--- src/rtl/karatsuba_split_97bit.sv ---
// Karatsuba operand splitter: issues lo/mid/hi GF(2) sub-operand pairs.
// Optional 4-bit job tag on op_tag when KSPLIT_TAG_EN is defined.
module karatsuba_split_97bit #(
    parameter int SUBW = 49
) (
    input  logic              clk,
    input  logic              rst_n,
    input  logic              in_valid,
    output logic              in_ready,
    input  logic [2*SUBW-2:0] a_in,
    input  logic [2*SUBW-2:0] b_in,
    output logic [SUBW-1:0]   op_a,
    output logic [SUBW-1:0]   op_b,
    output logic [1:0]        op_sel,
    output logic              op_valid,
    input  logic              op_ready,
`ifdef KSPLIT_TAG_EN
    output logic [3:0]        op_tag,
`endif
    output logic              op_last
);

    localparam int W = 2*SUBW-1;

    localparam logic [1:0] SEL_LO  = 2'd0;
    localparam logic [1:0] SEL_MID = 2'd1;
    localparam logic [1:0] SEL_HI  = 2'd2;

    typedef enum logic [1:0] {
        IDLE,
        ISS_LO,
        ISS_MID,
        ISS_HI
    } state_t;

    state_t          state_q;
    state_t          state_d;

    logic [W-1:0]    a_q;
    logic [W-1:0]    b_q;
    logic [W-1:0]    a_d;
    logic [W-1:0]    b_d;

    logic [SUBW-1:0] op_a_d;
    logic [SUBW-1:0] op_b_d;
    logic [1:0]      op_sel_d;
    logic            op_valid_d;
    logic            op_last_d;

    logic            accept;

    function automatic logic [SUBW-1:0] lo_of(input logic [W-1:0] x);
        return x[SUBW-1:0];
    endfunction

    function automatic logic [SUBW-1:0] hi_of(input logic [W-1:0] x);
        return {1'b0, x[W-1:SUBW]};
    endfunction

    function automatic logic [SUBW-1:0] mid_of(input logic [W-1:0] x);
        return lo_of(x) ^ hi_of(x);
    endfunction

    // A new job may enter when idle or when the last pair leaves this cycle.
    assign in_ready = (state_q == IDLE) ||
                      ((state_q == ISS_HI) && op_ready);

    assign accept = in_valid && in_ready;

    // Next-state and next-output selection; outputs hold unless a pair moves.
    always_comb begin
        state_d    = state_q;
        a_d        = a_q;
        b_d        = b_q;
        op_a_d     = op_a;
        op_b_d     = op_b;
        op_sel_d   = op_sel;
        op_valid_d = op_valid;
        op_last_d  = op_last;
        unique case (state_q)
            IDLE: begin
                if (in_valid) begin
                    a_d        = a_in;
                    b_d        = b_in;
                    op_a_d     = lo_of(a_in);
                    op_b_d     = lo_of(b_in);
                    op_sel_d   = SEL_LO;
                    op_last_d  = 1'b0;
                    op_valid_d = 1'b1;
                    state_d    = ISS_LO;
                end
            end
            ISS_LO: begin
                if (op_ready) begin
                    op_a_d   = mid_of(a_q);
                    op_b_d   = mid_of(b_q);
                    op_sel_d = SEL_MID;
                    state_d  = ISS_MID;
                end
            end
            ISS_MID: begin
                if (op_ready) begin
                    op_a_d    = hi_of(a_q);
                    op_b_d    = hi_of(b_q);
                    op_sel_d  = SEL_HI;
                    op_last_d = 1'b1;
                    state_d   = ISS_HI;
                end
            end
            ISS_HI: begin
                if (op_ready) begin
                    op_last_d = 1'b0;
                    if (in_valid) begin
                        a_d      = a_in;
                        b_d      = b_in;
                        op_a_d   = lo_of(a_in);
                        op_b_d   = lo_of(b_in);
                        op_sel_d = SEL_LO;
                        state_d  = ISS_LO;
                    end else begin
                        op_valid_d = 1'b0;
                        state_d    = IDLE;
                    end
                end
            end
            default: begin
                op_valid_d = 1'b0;
                op_last_d  = 1'b0;
                state_d    = IDLE;
            end
        endcase
    end

    // FSM state register.
    always_ff @(posedge clk or negedge rst_n) begin
        if (!rst_n) begin
            state_q <= IDLE;
        end else begin
            state_q <= state_d;
        end
    end

    // Captured operands and registered sub-multiplier outputs.
    always_ff @(posedge clk or negedge rst_n) begin
        if (!rst_n) begin
            a_q      <= '0;
            b_q      <= '0;
            op_a     <= '0;
            op_b     <= '0;
            op_sel   <= SEL_LO;
            op_valid <= 1'b0;
            op_last  <= 1'b0;
        end else begin
            a_q      <= a_d;
            b_q      <= b_d;
            op_a     <= op_a_d;
            op_b     <= op_b_d;
            op_sel   <= op_sel_d;
            op_valid <= op_valid_d;
            op_last  <= op_last_d;
        end
    end

`ifdef KSPLIT_TAG_EN
    logic [3:0] tag_cnt;

    // Job counter; the tag is latched at acceptance so all pairs share it.
    always_ff @(posedge clk or negedge rst_n) begin
        if (!rst_n) begin
            tag_cnt <= 4'd0;
            op_tag  <= 4'd0;
        end else if (accept) begin
            op_tag  <= tag_cnt;
            tag_cnt <= tag_cnt + 4'd1;
        end
    end
`else
    logic unused_accept;
    assign unused_accept = accept;
`endif

endmodule

--- config.mk ---
export PLATFORM = sky130hd
export DESIGN_NAME = karatsuba_split_97bit
export DESIGN_NICKNAME = d
export VERILOG_FILES = /design/src/rtl/karatsuba_split_97bit.sv
export SDC_FILE = /design/constraint.sdc
export NUM_CORES = 1
export LEC_CHECK = 0
export CAP_MARGIN = 40
export CORE_MARGIN = 5
export CORE_UTILIZATION = 45
export DETAILED_ROUTE_END_ITERATION = 12
export PLACE_DENSITY = 0.7
export SETUP_SLACK_MARGIN = 0.3
export SYNTH_ARGS = -nofsm -noshare
export SYNTH_HDL_FRONTEND = slang
export SYNTH_SLANG_ARGS = --single-unit
--- constraint.sdc ---
create_clock -name clk -period 3.9 [get_ports clk]
set_input_delay 0.78 -clock clk [delete_from_list [all_inputs] [get_ports clk]]
set_output_delay 0.78 -clock clk [all_outputs]
set_load 0.02 [all_outputs]
==> summary.md <==
| Metric | Value |
|---|---|
| Status | `complete, no violations` |
| PD cells | `just under 1000 mW/mm^2` |
| CP Capture Type | `output port` |
| DR iter-0 viols | `about 480` |
| Clock Latency Late Sink | `~490 ps` |
| IO Count | `roughly 300` |
| Clock sinks | `approximately 300` |
| Final Cell Area | `between 0.015 and 0.02 sq mm` |
| Max Root-Sink Buffers | `3` |
| Util after Layout | `about 60%` |
| IR drop worst, VDD | `roughly 470 uV` |
| Worst Path Max Fanout | `9` |
| Synth area leaders | `dfrtp_1 (54%), mux2_2 (16%), xor2_1 (5.9%), a21o_1 (5.2%), a211oi_1 (5.1%)` |
| Number of enable flip-flop cells after synthesis | `0` |
| Synthesized flop and latch total | `298` |
| Largest net degree at the start of global routing | `92` |
| Fin Setup TNS | `0 ps` |
| CP Launch Type | `primary input` |
| Filler cells | `2441` |
| Initial antenna violation count | `4` |
| Leak | `slightly above 8 nW` |
| Global-route wire length before repair | `around 55 mm` |
| TritonCTS clock tree | `done` |
| Slew HR | `49.7%` |
| Distinct cells, synth | `29` |
| Slowest-stage cell, CP | `clkdlybuf4s50_1` |
| RSZ-0062 raised after global routing | `false` |
| Die area | `~0.034 sq mm` |
| Period minus WS final | `roughly 3100 ps` |
| Synth Flop Type | `dfrtp_1` |
| Synth top area share | `53.7%` |
| Placeable core region | `0.0305 sq mm` |
| Num rows | `64` |
| Mapped cell area | `~0.014 sq mm` |
| Remaining global-route overflow | `0` |
| GP Congestion | `slightly below 0.8` |
| ANT nets after route | `0` |
| Yosys top cell by area | `dfrtp_1` |
| MaxCap Viol Count | `0` |
| Vias per cell | `approximately 5.4` |
| Placed Area | `about 0.017 sq mm` |
| Final hold slack | `around 290 ps` |
| Register area share after synthesis | `a little over half` |
| Routed wire per std cell | `19.2 microns` |
| Gr usage total | `19.6%` |
| Vias | `~9.8k` |
| Clock Pin Slew Worst Setup and Hold Paths | `roughly 60 ps` |
| Cell with the most instances after synthesis | `dfrtp_1` |
| CTS H-tree depth | `2` |
| Post-CTS Setup Bufs | `0` |
| Clock root cell | `clkbuf_16` |
| Vias in the first global route | `10.1k` |
| Crit path arrival time | `about 2300 ps` |
| Comb pwr share | `around 49%` |
| Final Hold Fails | `0` |
| CP Buf/Inv Count | `2` |
| P_sw | `roughly 6.7 mW` |
| FFs w/ async S/R, synth | `between 90% and 100%` |
| Crit-path max cell delay | `roughly 690 ps` |
| Crit-path cells | `clkdlybuf4s50_1 > a21o_1 > clkdlybuf4s50_1` |
| Final Cycle Share | `between 70% and 80%` |
| Worst hold-check path type | `primary input to asynchronous set/reset pin` |
| Peak Freq | `roughly 320 MHz` |
| # DRC | `0` |
| Area Overhead vs Synth | `32.8%` |
| Port buffer count | `300` |
| Final Slew Violations | `0` |
| Slew @ Worst Pin | `between 700 and 800 ps` |
| Switching share of power | `a little under two fifths` |
| Post-cts sizing count | `0` |
| Hold_buf cts | `0` |
| DIE HEIGHT | `roughly 190 microns` |
| Clock power frac | `approximately a fifth` |
| DR pass1 iterations | `5` |
| Skew final | `approximately 8 ps` |
| Critical path type | `primary input to output port` |
| Internal | `11.2 mW` |
| Final setup vio count | `0` |
| Chip width | `186 microns` |
| Starting Density | `45.5%` |
| Top cells by count, synth | `dfrtp_1 (298), mux2_2 (198), nor2_1 (102), a21o_1 (97), a211oi_1 (95)` |
| Final HPWL DP | `about 23 mm` |
| Syn_nets | `~1.3k` |
| Layout cells sized above 1 | `20.3%` |
| Post-synthesis cell count | `approximately 1.1k` |
| Worst path most repeated cell | `clkdlybuf4s50_1` |
| CTS buffer count | `35` |
| CP delay by family, top | `buffers and inverters` |
| Nets | `between 1.5k and 2k` |
| Yosys warning count | `0` |
| Total wire length | `34.6 mm` |
| Synth Area per Inst | `about 13 sq um` |
| CP required | `about 3100 ps` |
| Flop pwr share | `32.7%` |
[placed cells by master, fill, tap and decap left out, types with 4 or more instances in the layout]
master	n
clkbuf_16	37
a211oi_1	95
ha_1	5
clkbuf_1	4
nor2b_1	5
buf_12	10
xor2_1	94
dfrtp_1	298
mux2_2	198
clkdlybuf4s50_1	299
clkbuf_8	10
nor2_1	102
clkinv_2	7
buf_4	12
a21o_1	97
o21ai_0	8
nand2_1	5
a22oi_1	94
[sequential cells by signal, summed over array words and instances, names as in the netlist]
signal,count
op_last,1
op_a,49
op_b,49
op_sel,2
state_q,2
op_valid,1
b_q,97
a_q,97
[through the flow]
step / total power [mW] / instances / setup WS, ps
floorplan: 11.9 / 1109 / 1840
global placement: 14.3 / 1740 / 820
detailed placement: 14.6 / 1740 / 799
CTS: 18.1 / 1802 / 779
global route: 19.1 / 1805 / 700
finish: 17.9 / 1805 / 800
[layer usage]
| metal | part of all wire (%) | routed length (microns) | vias to the layer above | track usage [%] |
|---|---|---|---|---|
| met2 | 49 | 17100 | 212 | 32.9 |
| met4 | 1.8 | 618 | 2 | 4.78 |
| li1 | - | - | 4579 | - |
| met1 | 43 | 14900 | 4952 | 26.1 |
| met5 | 0.038 | 13 | - | 0 |
| met3 | 5.6 | 1940 | 38 | 4.42 |
[final timing paths]
check | startpoint | to | slack (ps) | depth (start not counted)
max | op_ready | in_ready | 800 | 3
min | rst_n | b_q[63] | 290 | 1
max reg2reg | state_q[1] | op_a[47] | 1330 | 7
min reg2reg | op_a[45] | op_a[45] | 470 | 1
max in group asynchronous | rst_n | a_q[57] | 2700 | 2
min in group clk | op_a[45] | op_a[45] | 470 | 1
[logic make-up (layout without fill, tap and decap cells)]
group | Yosys count | in the layout | synth area share [%]
AOI/OAI and AO/OA | 303 | 303 | 16.4
DFF | 298 | 298 | 53.7
muxes | 198 | 198 | 16.1
and+or+nand+nor | 118 | 118 | 3.42
xor gates and xnor gates | 94 | 94 | 5.93
buffers and inverters | 90 | 387 | 3.77
adders and majority gates | 8 | 8 | 0.721
other | 0 | 3 | 0
[power groups by stage]
stage                     combinational (mW)  clock (mW)  sequential, mW
after floorplan                         5.66           0            6.28
after global placement                  8.53           0            5.80
after detailed placement                8.74           0            5.88
after CTS                               8.79        3.46            5.85
after global routing                    9.49        3.60            6.05
final                                   8.67        3.37            5.84
[layout make-up]
cell class | count | area (sq um) | area share [%]
Sequential cell | 298 | 7460 | 40.4
Multi-Input combinational cell | 721 | 5960 | 32.3
Timing Repair Buffer | 322 | 3300 | 17.9
Clock buffer | 51 | 1080 | 5.85
Tap cell | 396 | 495 | 2.69
Clock inverter | 11 | 133 | 0.719
Inverter | 3 | 11.3 | 0.0611
Antenna cell | 3 | 7.51 | 0.0407
Power figures use the tool's default switching activity.
